===== src/rtl/rca8b_display_pkg.sv =====
// rtl/rca8b_display_pkg.sv - shared types and constants for the rca8b display driver
package rca8b_pkg;

   typedef enum logic [1:0] {
      S_IDLE  = 2'd0,
      S_SHIFT = 2'd1,
      S_DONE  = 2'd2
   } conv_state_e;

   typedef logic [3:0] bcd_digit_t;

   localparam logic [6:0] SEG_BLANK   = 7'h7F;
   localparam int         SHIFT_COUNT = 9;

   // Double-dabble correction: any nibble of 5 or more gets +3 before the shift.
   function automatic logic [11:0] dabble_adjust(input logic [11:0] w);
      logic [11:0] r;
      for (int i = 0; i < 3; i++) begin
         r[i*4 +: 4] = (w[i*4 +: 4] >= 4'd5) ? (w[i*4 +: 4] + 4'd3) : w[i*4 +: 4];
      end
      return r;
   endfunction

endpackage


===== src/rtl/rca8b_display_seg7.sv =====
// rtl/rca8b_display_seg7.sv - BCD digit to active-low {g..a} segment decoder
module seg7_decode
   import rca8b_pkg::*;
(
   input  bcd_digit_t  digit,
   output logic [6:0]  seg
);

   always_comb begin
      seg = SEG_BLANK;
      case (digit)
         4'd0:    seg = 7'b1000000;
         4'd1:    seg = 7'b1111001;
         4'd2:    seg = 7'b0100100;
         4'd3:    seg = 7'b0110000;
         4'd4:    seg = 7'b0011001;
         4'd5:    seg = 7'b0010010;
         4'd6:    seg = 7'b0000010;
         4'd7:    seg = 7'b1111000;
         4'd8:    seg = 7'b0000000;
         4'd9:    seg = 7'b0010000;
         default: seg = SEG_BLANK;
      endcase
   end

endmodule


===== src/rtl/rca8b_display.sv =====
// rtl/rca8b_display.sv - 9-bit adder result to BCD, multiplexed onto a 4-digit seven-segment display
// Optional leading-zero blanking: define RCA8B_DISP_LEADZERO_BLANK_EN.
module rca8b_display
   import rca8b_pkg::*;
#(
   parameter int REFRESH_DIV = 50000
) (
   input  logic        clk,
   input  logic        rst,
   input  logic [7:0]  sum,
   input  logic        cout,
   output logic [11:0] bcd,
   output logic        busy,
   output logic [3:0]  an,
   output logic [6:0]  seg,
   output logic        dp
);

   localparam int RW = (REFRESH_DIV > 2) ? $clog2(REFRESH_DIV) : 1;

   logic [8:0]  v;
   logic [8:0]  last_v_q, last_v_d;
   logic [8:0]  shreg_q, shreg_d;
   logic [11:0] work_q, work_d;
   logic [11:0] work_adj;
   logic [3:0]  cnt_q, cnt_d;
   logic [11:0] bcd_q, bcd_d;
   logic        busy_q, busy_d;
   conv_state_e state_q, state_d;

   logic [RW-1:0] rcnt_q, rcnt_d;
   logic [1:0]    dig_q, dig_d;
   logic [3:0]    an_q, an_d;
   logic [6:0]    seg_q, seg_d;
   bcd_digit_t    nib;
   logic [6:0]    dec_seg;

   assign v        = {cout, sum};
   assign work_adj = dabble_adjust(work_q);

   always_comb begin
      state_d  = state_q;
      last_v_d = last_v_q;
      shreg_d  = shreg_q;
      work_d   = work_q;
      cnt_d    = cnt_q;
      bcd_d    = bcd_q;
      busy_d   = busy_q;
      case (state_q)
         S_IDLE: begin
            if (v != last_v_q) begin
               last_v_d = v;
               shreg_d  = v;
               work_d   = 12'h000;
               cnt_d    = 4'd0;
               busy_d   = 1'b1;
               state_d  = S_SHIFT;
            end
         end
         S_SHIFT: begin
            work_d  = {work_adj[10:0], shreg_q[8]};
            shreg_d = {shreg_q[7:0], 1'b0};
            cnt_d   = cnt_q + 4'd1;
            if (cnt_q == 4'(SHIFT_COUNT - 1)) begin
               state_d = S_DONE;
            end
         end
         S_DONE: begin
            bcd_d   = work_q;
            busy_d  = 1'b0;
            state_d = S_IDLE;
         end
         default: state_d = S_IDLE;
      endcase
   end

   always_comb begin
      rcnt_d = rcnt_q + 1'b1;
      dig_d  = dig_q;
      if (rcnt_q == RW'(REFRESH_DIV - 1)) begin
         rcnt_d = '0;
         dig_d  = dig_q + 2'd1;
      end
   end

   // Blank positions are fed to the decoder as 4'hF, which it renders as all-off.
   always_comb begin
      nib = 4'hF;
      case (dig_q)
         2'd0: nib = bcd_q[3:0];
         2'd1: begin
            nib = bcd_q[7:4];
`ifdef RCA8B_DISP_LEADZERO_BLANK_EN
            if (bcd_q[11:8] == 4'd0 && bcd_q[7:4] == 4'd0) nib = 4'hF;
`endif
         end
         2'd2: begin
            nib = bcd_q[11:8];
`ifdef RCA8B_DISP_LEADZERO_BLANK_EN
            if (bcd_q[11:8] == 4'd0) nib = 4'hF;
`endif
         end
         default: nib = 4'hF;
      endcase
   end

   seg7_decode u_seg7_decode (
      .digit (nib),
      .seg   (dec_seg)
   );

   always_comb begin
      an_d  = ~(4'b0001 << dig_q);
      seg_d = dec_seg;
   end

   always_ff @(posedge clk) begin
      if (rst) begin
         state_q  <= S_IDLE;
         last_v_q <= '0;
         shreg_q  <= '0;
         work_q   <= '0;
         cnt_q    <= '0;
         bcd_q    <= 12'h000;
         busy_q   <= 1'b0;
         rcnt_q   <= '0;
         dig_q    <= 2'd0;
         an_q     <= 4'b1110;
         seg_q    <= 7'b1000000;
      end else begin
         state_q  <= state_d;
         last_v_q <= last_v_d;
         shreg_q  <= shreg_d;
         work_q   <= work_d;
         cnt_q    <= cnt_d;
         bcd_q    <= bcd_d;
         busy_q   <= busy_d;
         rcnt_q   <= rcnt_d;
         dig_q    <= dig_d;
         an_q     <= an_d;
         seg_q    <= seg_d;
      end
   end

   assign bcd  = bcd_q;
   assign busy = busy_q;
   assign an   = an_q;
   assign seg  = seg_q;
   assign dp   = 1'b1;

endmodule


===== config.mk =====
export PLATFORM = sky130hd
export DESIGN_NAME = rca8b_display
export DESIGN_NICKNAME = d
export VERILOG_FILES = /design/src/rtl/rca8b_display_pkg.sv /design/src/rtl/rca8b_display_seg7.sv /design/src/rtl/rca8b_display.sv
export SDC_FILE = /design/constraint.sdc
export NUM_CORES = 1
export LEC_CHECK = 0
export CORE_MARGIN = 2
export CORE_UTILIZATION = 32
export CTS_BUF_LIST = sky130_fd_sc_hd__clkbuf_16
export CTS_CLUSTER_DIAMETER = 80
export DETAILED_ROUTE_END_ITERATION = 7
export PLACE_DENSITY_LB_ADDON = 0.08
export SETUP_SLACK_MARGIN = 0.1
export SKIP_CTS_REPAIR_TIMING = 1
export SLEW_MARGIN = 20
export SYNTH_ARGS = -nofsm -noshare
export SYNTH_HDL_FRONTEND = slang
export SYNTH_SLANG_ARGS = --single-unit

===== constraint.sdc =====
create_clock -name clk -period 2.19 [get_ports clk]
set_clock_uncertainty 0.15 [all_clocks]
set_input_delay 0.3285 -clock clk [delete_from_list [all_inputs] [get_ports clk]]
set_output_delay 0.3285 -clock clk [all_outputs]
set_load 0.03 [all_outputs]

# ---- Word-level counts from Yosys, hierarchy flattened
# Memory sizes are Yosys's and may differ from the RTL's. A register that Yosys moved wholly into a read port is not among the register bits.
# Index checks and enable logic that the tools add are counted.
dict set report totals {
  ff_bits 71
  rom_bits 112
  in_bits 11
  output_inout_bits 25
  wordCells 55
  mem_count 1
}
# memory words width read_ports rd_clocked_by_memory_dff wr line_no
set mem_list {}
lappend mem_list {{(no name shown)} 16 7 1 1 0 rca8b_display_seg7.sv:11} ;# case (digit)
dict set report classes {
  addsub 6
  magnitude_cmp 3
  eq_ne 9
  shifts 1
  mux 15
  bitwise 1
  n_reduce_logical 9
}
# operator count
set ops {}
lappend ops {{12-bit one-hot mux with 2 select lines} 1}
lappend ops {{9-bit one-hot mux with 2 select lines} 1}
lappend ops {{16-bit by 1-bit adder with 16-bit output, second input constant} 1}
lappend ops {{16-bit equality test, second input constant} 1}
lappend ops {{4-bit by 3-bit greater-or-equal comparator with 1-bit output, second input constant} 3}
lappend ops {{12-bit 2-to-1 mux} 1}
lappend ops {{4-bit 2-to-1 mux} 3}
lappend ops {{4-bit one-hot mux with 3 select lines} 1}
lappend ops {{9-bit 2-to-1 mux} 1}
lappend ops {{9-bit != test} 1}
lappend ops {{4-bit by 2-bit adder with 4-bit output, second input constant} 2}
lappend ops {{4-bit one-hot mux with 2 select lines} 1}
lappend ops {{2-bit AND reduction} 4}
lappend ops {{4-bit by 1-bit adder with 4-bit output, second input constant} 1}
lappend ops {{2-bit by 1-bit equality test with 1-bit output, second input constant} 2}
lappend ops {{2-bit equality test, second input constant} 2}
lappend ops {{4-bit equality test, second input constant} 1}
lappend ops {{2-bit zero test} 2}
lappend ops {{2-bit 2-to-1 mux} 2}
lappend ops {{2-bit != test, second input constant} 2}
lappend ops {{4-bit inverter} 1}
lappend ops {{2-bit one-hot mux with 2 select lines} 1}
lappend ops {{2-bit nonzero test} 2}
lappend ops {{1-bit by 2-bit << shifter with 4-bit output, first input constant} 1}
lappend ops {{6 further kinds} 6}

# ---- Logic depth before layout (Yosys ltp)
dict set report depth {
  ltp_word 3
  depth_mapped 8
  depth_no_buf 8
}

# ---- Cells and area by module
# A second synthesis with hierarchy kept.
dict set report hier_totals {
  cells_unflattened 415
  area_unflattened_um2 3562.2
}
# module n_inst cells_per_inst area_per_inst_um2 seq_area_each_um2
set modules_own_cells {}
lappend modules_own_cells {rca8b_display 1 382 3352.0 1561.5}
lappend modules_own_cells {seg7_decode 1 33 210.2 0.0}

# ---- Least setup slack after synthesis
# No wires, ideal clock.
dict set report synth_timing {
  kind {register to register}
  start {register dig_q[1]}
  end {register seg_q[5], in the netlist seg[5]}
  setup_ns 0.128
  t_arrival_ns 1.902
  t_required_ns 1.912
  slack_ns 0.010
  path_stages_with_launch 9
  n_path_buf 0
  period_less_slack_ns 2.180
  cell_sequence {dfxtp_1 inv_1 ha_1 a22o_1 a211oi_1 inv_1 ha_1 o32ai_1 nor2_1}
}
dict set report synth_via {
  elab_chain_len 2
  elab_cells_between_ends 4
  cone_classes {eq/ne (2); mux (1); reduce/logical (1)}
}
# element line_no
set synth_lines {}
lappend synth_lines {{from (decl)} rca8b_display.sv:32} ;# logic [1:0] dig_q, dig_d;
lappend synth_lines {{from (signal assigned)} rca8b_display.sv:139} ;# dig_q <= dig_d;
lappend synth_lines {{2-bit equality test (tied with other cells)} rca8b_display.sv:89} ;# case (dig_q)
lappend synth_lines {{4-bit one-hot mux with 3 select lines *} rca8b_display.sv:89}
lappend synth_lines {{to (decl)} rca8b_display.sv:34} ;# logic [6:0] seg_q, seg_d;
# Mark *: on every way between the ends. The rest lies on a longest branch, timed or not.
# A chain may end at the register's enable or synchronous reset.

# ---- Worst setup path after layout
# Same ends and word-level chain as after synthesis.

==> reports/qor.yml <==
cts:
  clock_insertion_delay_worst_skew_ns: 0.33
  cts-root-to-sink-buffers: 2
  clock_sink_count: 78
  cts_made_buffers: 9
  htreeDepth: 3
  cts.clk_slew.worst_paths_ns: 0.06
  cts_root_buffer_type: "sky130_fd_sc_hd__clkbuf_16"
  cts_tree: "yes"
die:
  start_util: 0.324
  design.portCount: 36
  fp.coreArea_um2: 10700
  fp.dieArea_um2: 11700
  die-height_um: 108
  floorplan.rows: 38
  die-width_um: 108
detailed_routing:
  drtIter0Drc: 78
  drt-vias-per-instance: 4.69
  antenna_viol_nets_final: 0
  finalWirelength_um: 8140
  drt-wirelength-per-cell_um: 13.3
  post_route_drc: 0
  vias: 2865
  drtPass1Iterations: 4
placement:
  dp_hpwl_um: 5650
  pre_cts_ws_ns: -0.278
  gp_congestion: 0.805
  placedCellCount: 592
  io_buffer_count: 34
finish:
  syn2layout_area_growth_pct: 32.6
  post_route_cells_drive_above_1_share: 0.153
  number_of_standard_cells_in_the_layout_taps_in_and_fillers_out: 611
  final_net_count: 494
  final.fill_count: 1109
  antenna_cell_count: 0
  multi_input_comb_area_um2: 1840
  utilization: 0.430
  register_area_um2: 1570
logic_synthesis:
  ys_seq_area_frac: 0.448
  synthesis.instances: 403
  yosys_warnings: 0
  share_of_flip_flops_with_an_asynchronous_set_or_reset_after_synthesis: 0
  yosys.cell_types.count: 40
  ys.flop_type: "sky130_fd_sc_hd__dfxtp_1"
  synth_register_bits: 78
  avgSynthCellArea_um2: 8.64
  net_count_after_synthesis: 431
  syn_area_um2: 3480
  synth_enable_flop_cells: 0
global_route:
  global_route.overflow_total: 0
  global_route_wire_length_before_repair_um: 13600
  groute.usage.overall: 0.150
  first_global_vias: 2725
  pin_count_of_the_biggest_net_entering_global_routing: 52
  antenna_found_initial: 0
sta:
  relSlewSlack: 0.424
  report.final.hold_viol_count: 0
  finalWorstSetupSlack_ns: 0.144
  grt_setup_unrepaired: "yes"
  pins_over_slew_limit: 0
  clock.fmax_ghz: 0.489
  setup_violations: 0
  timing_worst_slew_pin_value_ns: 0.861
  fin_worst_hold_slack_ns: 0.207
  finalCritPeriodShare: 0.934
  fin_crit_ns: 2.05
pwr:
  power.leakage_uw: 0.00186
  internal-power_uw: 2670
  powerDensity_nw_per_um2: 736
  p_clk_frac: 0.492
  p_sw_uw: 722
  power_switching_share: 0.213
  vdd_ir_drop_max_v: 0.000509
  finalPower_uw: 3400
  power.share.combinational: 0.072
  sequentialPowerShare: 0.437
run:
  max_cap_violations: 0
worst_setup_path:
  cp-start-kind: "flip-flop"
  worstRegToRegCells: 8
  end_kind: "flip-flop"
  reg2reg_from: "dig_q[1]"
  worst-path-max-fanout: 5
  critical_path_arrival_ns: 2.11
  reg_to_reg_setup_timing_slack_ns: 0.14
  critPathKind: "reg2reg"
  rr_endpoint: "seg[5]"
  crit_required_ns: 2.26
min_path:
  worst_hold_startpoint: "rst"
  hold_path_end: "cnt_q[0]"
  worstHoldPathCells: 2
  min-delay-path-class: "in2reg"
status:
  status: "complete, no violations"
[layout make-up]
type	instances	area share
Clock buffer	9	0.0488
Timing Repair Buffer	70	0.139
Multi-Input combinational cell	292	0.400
Tap cell	140	0.0380
Inverter	15	0.0122
Sequential cell	78	0.339
Clock inverter	7	0.0230
[power by group through the flow]
stage	combinational, uW	sequential (uW)	clock, uW
2_1_floorplan	138	1510	0
3_3_place_gp	238	1510	0
3_5_place_dp	239	1510	0
4_1_cts	240	1480	1730
5_1_grt	268	1490	1790
6_report	243	1480	1670
[critical path, cell delays in order (launching register included)]
cell and delay, ns:
sky130_fd_sc_hd__dfxtp_4 0.37, sky130_fd_sc_hd__inv_1 0.06, sky130_fd_sc_hd__ha_1 0.22, sky130_fd_sc_hd__a22o_1 0.27
sky130_fd_sc_hd__a211oi_2 0.20, sky130_fd_sc_hd__inv_1 0.09, sky130_fd_sc_hd__ha_1 0.24, sky130_fd_sc_hd__o32ai_2 0.28
sky130_fd_sc_hd__nor2_1 0.06
[flip-flops by register name, indices dropped and copies added (netlist names)]
register  cells
last_v_q      9
state_q       2
seg           7
busy          1
bcd          12
work_q       12
dig_q         2
cnt_q         4
rcnt_q       16
shreg_q       9
an            4
[layer usage]
| metal | wire [um] | global-route usage |
|---|---|---|
| met3 | 285 | 0.0434 |
| met2 | 3730 | 0.236 |
| met5 | 0 | 0 |
| met4 | 91 | 0.0549 |
| met1 | 4030 | 0.196 |
[cell families (layout without fill, tap and decap cells)]
family / Yosys count / in the layout / synth area share
XOR/XNOR: 30 / 30 / 0.0755
buffers and inverters: 33 / 101 / 0.0406
flip-flops: 78 / 78 / 0.448
other: 1 / 1 / 0.00108
adder cells (fa/ha/maj): 17 / 17 / 0.0611
multiplexers: 10 / 10 / 0.0287
AND/OR/NAND/NOR: 166 / 166 / 0.211
AO/OA/AOI/OAI: 68 / 68 / 0.134
[worst max path at each step]
| stage | from | to | slack, ns | cells after the start |
|---|---|---|---|---|
| after global placement | sum[0] | work_q[2] | -0.23 | 8 |
| after CTS | dig_q[1] | seg[4] | 0.007 | 8 |
| after global routing | dig_q[0] | seg[4] | 0.01 | 9 |
| after floorplan | dig_q[0] | seg[5] | 0.15 | 7 |
| final | dig_q[1] | seg[5] | 0.14 | 8 |
| after detailed placement | sum[0] | shreg_q[6] | -0.28 | 6 |
[per-stage QoR]
step | cell area [um2] | setup TNS, ns
floorplan | 3490 | 0
global placement | 4200 | -5.64
detailed placement | 4200 | -6.77
CTS | 4530 | 0
global route | 4620 | 0
finish | 4620 | 0
[cells in the final DEF (no fill, tap or decap), types with 14 or more instances in the layout]
cell and instances:
sky130_fd_sc_hd__buf_4 33, sky130_fd_sc_hd__ha_1 16, sky130_fd_sc_hd__inv_1 18, sky130_fd_sc_hd__xor2_1 14, sky130_fd_sc_hd__xnor2_1 14, sky130_fd_sc_hd__dfxtp_1 76, sky130_fd_sc_hd__nor2_1 72, sky130_fd_sc_hd__clkdlybuf4s50_1 30
sky130_fd_sc_hd__nand2_1 44, sky130_fd_sc_hd__a21oi_1 31
[cells in the mapped netlist (2+ instances only)]
cell type,number,area share
sky130_fd_sc_hd__nor3_1,5,0.0072
sky130_fd_sc_hd__nand2b_1,12,0.022
sky130_fd_sc_hd__a211oi_1,2,0.0043
sky130_fd_sc_hd__o21ai_0,8,0.011
sky130_fd_sc_hd__dfxtp_1,78,0.45
sky130_fd_sc_hd__nor2_1,72,0.078
sky130_fd_sc_hd__buf_2,2,0.0029
sky130_fd_sc_hd__nand2_1,46,0.050
sky130_fd_sc_hd__o221a_2,8,0.026
sky130_fd_sc_hd__xnor2_1,16,0.040
sky130_fd_sc_hd__and3_1,3,0.0054
sky130_fd_sc_hd__inv_1,15,0.016
sky130_fd_sc_hd__nand4_1,4,0.0072
sky130_fd_sc_hd__a22oi_1,8,0.017
sky130_fd_sc_hd__buf_1,2,0.0022
sky130_fd_sc_hd__nor2b_1,3,0.0054
sky130_fd_sc_hd__buf_4,2,0.0043
sky130_fd_sc_hd__xor2_1,14,0.035
sky130_fd_sc_hd__and4_1,3,0.0075
sky130_fd_sc_hd__clkbuf_1,11,0.012
sky130_fd_sc_hd__and2_1,3,0.0054
sky130_fd_sc_hd__a21oi_1,32,0.046
sky130_fd_sc_hd__mux2i_1,10,0.029
sky130_fd_sc_hd__ha_1,17,0.061
sky130_fd_sc_hd__nand3_1,12,0.017
(Power assumes the default switching activity.)
==> patch 1 (same flow settings) <==
Change the package constant `SHIFT_COUNT` from 9 to 6.
--- a/src/rtl/rca8b_display_pkg.sv
+++ b/src/rtl/rca8b_display_pkg.sv
@@ -10,7 +10,7 @@
    typedef logic [3:0] bcd_digit_t;
 
    localparam logic [6:0] SEG_BLANK   = 7'h7F;
-   localparam int         SHIFT_COUNT = 9;
+   localparam int         SHIFT_COUNT = 6;
 
    // Double-dabble correction: any nibble of 5 or more gets +3 before the shift.
    function automatic logic [11:0] dabble_adjust(input logic [11:0] w);
Function: changed (Yosys sat finds a counterexample within 10 cycles, from zero or initial values and one cycle with rst high).
==> patch 1 against the original RTL <==
- final cell count decreased by 0.33%
- worst setup slack improved by 0.051 ns
- count of clock-buffer cells in the layout unchanged
- routed wire length decreased by 3.0%
- critical path type unchanged
- total power decreased by 5.4%
- sequential cell count unchanged
- maximum frequency increased by 2.5%
- synthesized area about the same
- design area decreased by 1.5%
==> patch 1: results (changes against the original RTL) <==
WORST HOLD PATH
------------------------------------------------------------------------
Hold/Removal Path Class ................................... input port to flop

TIMING
------------------------------------------------------------------------
Tightest slew margin relative to the limit ................        0.426   +0.00182

SETUP PATH
------------------------------------------------------------------------
Crit path arrival time ....................................      2.09 ns   -0.02 ns
Worst-path maximum fanout .................................            3   -2

SYNTH
------------------------------------------------------------------------
Cell types occupying the most area after synthesis ........ sky130_fd_sc_hd__dfxtp_1, sky130_fd_sc_hd__nor2_1, sky130_fd_sc_hd__ha_1
Post-synthesis sequential area ratio ......................        0.449   about the same
Synthesis warning total ...................................            0   unchanged
Synthesized netlist net count .............................          431   unchanged
Post-synth top cells ...................................... sky130_fd_sc_hd__dfxtp_1, sky130_fd_sc_hd__nor2_1, sky130_fd_sc_hd__nand2_1
Cell variety after synth ..................................           40   unchanged

FINISH
------------------------------------------------------------------------
Layout cell share with drive strength beyond 1 ............        0.151   -0.00148
Max FFs per register ......................................           16   unchanged
Net count reported at finish ..............................          492   -0.40%
Largest register by flop count ............................       rcnt_q
Layout fillers ............................................         1125   +1.4%

ROUTE
------------------------------------------------------------------------
Vias per cell .............................................         4.71   +0.36%
Post-DRT Antenna Nets .....................................            0   unchanged
DRC violation total after the first TritonRoute iteration .          123   +58%
Total wire length .........................................      7900 µm   -3.0%
TritonRoute pass-1 iters ..................................            4   unchanged

GRT
------------------------------------------------------------------------
Pin count of the biggest net entering global routing ......           31   -40%
Global routing usage summed across all routing layers .....        0.143   -0.00749
First-pass GRT wire length ................................     12900 µm   -5.1%
Number of global-route vias before repair .................         2602   -4.5%
Antenna violations before repair ..........................            0   unchanged

PWR
------------------------------------------------------------------------
Highest ir drop seen on vdd ...............................   0.000428 V   -16%
Static leakage ............................................   0.00179 µW   -3.9%

PLACEMENT
------------------------------------------------------------------------
Final weighted congestion in routability-driven placement .        0.826   +2.6%
Final HPWL from detailed placement ........................      5630 µm   -0.29%
Number of buffer cells added on primary ports .............           34   unchanged

CTS
------------------------------------------------------------------------
Clock tree root driver cell ............................... sky130_fd_sc_hd__clkbuf_16
Clock insertion delay at the later pin of the skew report .      0.34 ns

OUTCOME
------------------------------------------------------------------------
Result of the run ......................................... finished clean

## patch 1: cell count changes after synthesis
cell / change
sky130_fd_sc_hd__a22oi_1: -1
sky130_fd_sc_hd__nor2_1: +1
sky130_fd_sc_hd__inv_1: -1
sky130_fd_sc_hd__a21oi_1: +1
## patch 1: path summary, 6_finish.rpt
kind / from / end / slack [ns] / cells past startpoint
max: dig_q[0] / seg[4] / 0.19 / 9
min: rst / work_q[0] / 0.26 / 2
max reg2reg: dig_q[0] / seg[4] / 0.19 / 9
min reg2reg: busy / busy / 0.30 / 2
## patch 1: cell type report
type,count,area [µm²],area share
Tap cell,140,175,0.0385
Multi-Input combinational cell,293,1830,0.402
Inverter,14,52.6,0.0116
Timing Repair Buffer,68,626,0.138
Clock inverter,7,72.6,0.0160
Clock buffer,9,225,0.0495
Sequential cell,78,1570,0.344
## patch 1: layer usage
layer,up-vias,share of wire,global-route usage
li1,1482,-,-
met3,11,0.031,0.0313
met5,-,0,0
met4,0,0.015,0.0577
met2,36,0.45,0.220
met1,1337,0.50,0.194
## patch 1: critical path: stages, from the launching register on
cell                       delay [ns]
sky130_fd_sc_hd__dfxtp_2         0.34
sky130_fd_sc_hd__inv_1           0.08
sky130_fd_sc_hd__ha_1            0.21
sky130_fd_sc_hd__a222oi_1        0.32
sky130_fd_sc_hd__buf_4           0.19
sky130_fd_sc_hd__nand2b_4        0.06
sky130_fd_sc_hd__ha_2            0.18
sky130_fd_sc_hd__nand2_1         0.05
sky130_fd_sc_hd__o21ai_0         0.07
sky130_fd_sc_hd__a221oi_1        0.25
## patch 1: power breakdown
group	switching (µW)	internal, µW	leakage [µW]
Clock	613	885	0.000143
Sequential	28.7	1450	0.000635
Combinational	117	114	0.00101
Total	759	2450	0.00179
## patch 1: logic make-up after synthesis
kind of cell / share of synthesized area
AOI/OAI and AO/OA: 0.133
and+or+nand+nor: 0.212
xor gates and xnor gates: 0.0755
adders and majority gates: 0.0611
muxes: 0.0288
buffers and inverters: 0.0396
DFF: 0.449
other: 0.00108
## patch 1: metrics by stage
stage                     total power (µW)  instances  cell area, µm²  hold WS (ns)  worst slack (ns)
after floorplan                       1650        403            3480         0.276             0.154
after global placement                1750        590            4180         0.294            -0.227
after detailed placement              1750        590            4180         0.299            -0.293
after CTS                             3260        606            4480         0.249          0.000479
after global routing                  3330        609            4550         0.274           0.00684
final                                 3210        609            4550         0.256             0.195
==> patch 2 (config.mk and constraints unchanged) <==
Made on the original files. Encoding of `conv_state_e`: now one-hot (3 bits for 3 states).
--- a/src/rtl/rca8b_display_pkg.sv
+++ b/src/rtl/rca8b_display_pkg.sv
@@ -1,10 +1,10 @@
 // rtl/rca8b_display_pkg.sv - shared types and constants for the rca8b display driver
 package rca8b_pkg;
 
-   typedef enum logic [1:0] {
-      S_IDLE  = 2'd0,
-      S_SHIFT = 2'd1,
-      S_DONE  = 2'd2
+   typedef enum logic [2:0] {
+      S_IDLE  = 3'b001,
+      S_SHIFT = 3'b010,
+      S_DONE  = 3'b100
    } conv_state_e;
 
    typedef logic [3:0] bcd_digit_t;
Check against the original RTL: same outputs for any inputs over 10 cycles, from zero or initial values and one cycle with rst high; not proved beyond that.
==> patch 2 against the original RTL <==
- sequential cell count up 1
- design area shrank 1.3%
- total power rose by 5.8%
- routed wire length decreased by 2.8%
- worst setup slack gained 0.019 ns
- synthesized area up 1.9%
==> patch 2: results (changes against the original RTL) <==
SETUP PATH
------------------------------------------------------------------------
Worst R2R End .............................................       seg[4]
Setup slack, reg-to-reg ...................................      0.16 ns   +0.02 ns
Worst-path maximum fanout .................................            3   -2
Critical R2R Launch .......................................     dig_q[0]
Slowest CP cell ........................................... sky130_fd_sc_hd__a222oi_1
Worst stage delay on the critical path ....................      0.40 ns   +0.03 ns

GRT
------------------------------------------------------------------------
Global routing usage summed across all routing layers .....        0.142   -0.00788
Pin count of the biggest net entering global routing ......           41   -21%
Number of global-route vias before repair .................         2620   -3.9%
First-pass GRT wire length ................................     13200 µm   -3.1%

ROUTE
------------------------------------------------------------------------
Total wire length .........................................      7910 µm   -2.8%
Met3 WL post-DR ...........................................       287 µm   +0.70%
Number of vias in the routed layout .......................         2891   +0.91%
DRC violation total after the first TritonRoute iteration .           92   +18%
Met1 routed wirelength after detailed routing .............      4090 µm   +1.3%
Routed length on met2 .....................................      3450 µm   -7.7%

SYNTH
------------------------------------------------------------------------
Synthesized netlist net count .............................          437   +1.4%
Cell types occupying the most area after synthesis ........ sky130_fd_sc_hd__dfxtp_1, sky130_fd_sc_hd__nor2_1, sky130_fd_sc_hd__ha_1
Post-synth top cells ...................................... sky130_fd_sc_hd__dfxtp_1, sky130_fd_sc_hd__nor2_1, sky130_fd_sc_hd__nand2_1
Post-synthesis sequential area ratio ......................        0.446   -0.00258
Cell variety after synth ..................................           42   +5.0%

PWR
------------------------------------------------------------------------
Static leakage ............................................   0.00170 µW   -8.4%
Highest ir drop seen on vdd ...............................   0.000507 V   -0.38%

TIMING
------------------------------------------------------------------------
Hold Vio Cnt, Final .......................................            0   unchanged
Tightest slew margin relative to the limit ................        0.555   +0.131

FINISH
------------------------------------------------------------------------
Net count reported at finish ..............................          489   -1.0%
Layout cell share with drive strength beyond 1 ............        0.127   -0.0257

PLACEMENT
------------------------------------------------------------------------
Instance area at placement ................................     4180 µm²   -0.54%
Final HPWL from detailed placement ........................      5530 µm   -2.2%
Final weighted congestion in routability-driven placement .        0.781   -3.0%
Setup slack after placement ...............................    -0.139 ns   +0.139 ns

WORST HOLD PATH
------------------------------------------------------------------------
Worst Hold Path Cells .....................................            2   unchanged
Hold path start ...........................................  last_v_q[5]
WHS Endpoint ..............................................  last_v_q[5]
Hold/Removal Path Class ................................... flop to flop

CTS
------------------------------------------------------------------------
Number of buffers on the longest clock path ...............            2   unchanged
Clock tree root driver cell ............................... sky130_fd_sc_hd__clkbuf_16

OUTCOME
------------------------------------------------------------------------
Result of the run ......................................... finished clean

[patch 2: cells by family (layout without fill, tap and decap cells)]
family,after synthesis,in the layout,share of synthesized area
and+or+nand+nor,168,168,0.224
buffers and inverters,34,89,0.0409
adders and majority gates,17,17,0.0600
muxes,9,9,0.0254
other,1,1,0.00106
xor gates and xnor gates,29,29,0.0716
DFF,79,79,0.446
AOI/OAI and AO/OA,72,72,0.131
[patch 2: how the worst max path moves through the flow]
stage,from,end,slack [ns],depth (start not counted)
6_report,dig_q[0],seg[4],0.16,8
5_1_grt,dig_q[0],seg[4],0.07,8
4_1_cts,dig_q[0],seg[5],0.05,7
3_5_place_dp,sum[6],work_q[4],-0.14,6
3_3_place_gp,sum[6],work_q[1],-0.04,6
2_1_floorplan,dig_q[0],seg[5],0.15,7
[patch 2: through the flow]
stage	power, µW	hold WS [ns]	cells
after floorplan	1820	0.280	409
after global placement	1950	0.301	589
after detailed placement	1950	0.310	589
after CTS	3630	0.322	603
after global routing	3760	0.361	604
final	3590	0.321	604
[patch 2: layout make-up]
cell class / instances / area (µm²)
multi-input combinational: 296 / 1880
fill: 1116 / 6280
timing repair buffer: 61 / 538
clock buffer: 9 / 225
inverter: 14 / 52.6
sequential: 79 / 1590
clock inverter: 5 / 98.8
tap: 140 / 175
[patch 2: power breakdown]
part | switching [µW] | internal [µW]
Clock | 574 | 1100
Sequential | 47.0 | 1500
Combinational | 206 | 171
Total | 827 | 2760
[patch 2: per-layer routing]
layer	up-vias	global-route usage
li1	1502	-
met2	51	0.214
met4	0	0.0407
met5	-	0
met1	1332	0.200
met3	6	0.0383
[patch 2: critical path, delay by kind of cell (launching register included)]
family / cells / cell delay, ns
flip-flops: 1 / 0.35
AO/OA/AOI/OAI: 3 / 0.71
AND/OR/NAND/NOR: 2 / 0.27
buffers and inverters: 1 / 0.06
adder cells (fa/ha/maj): 2 / 0.40
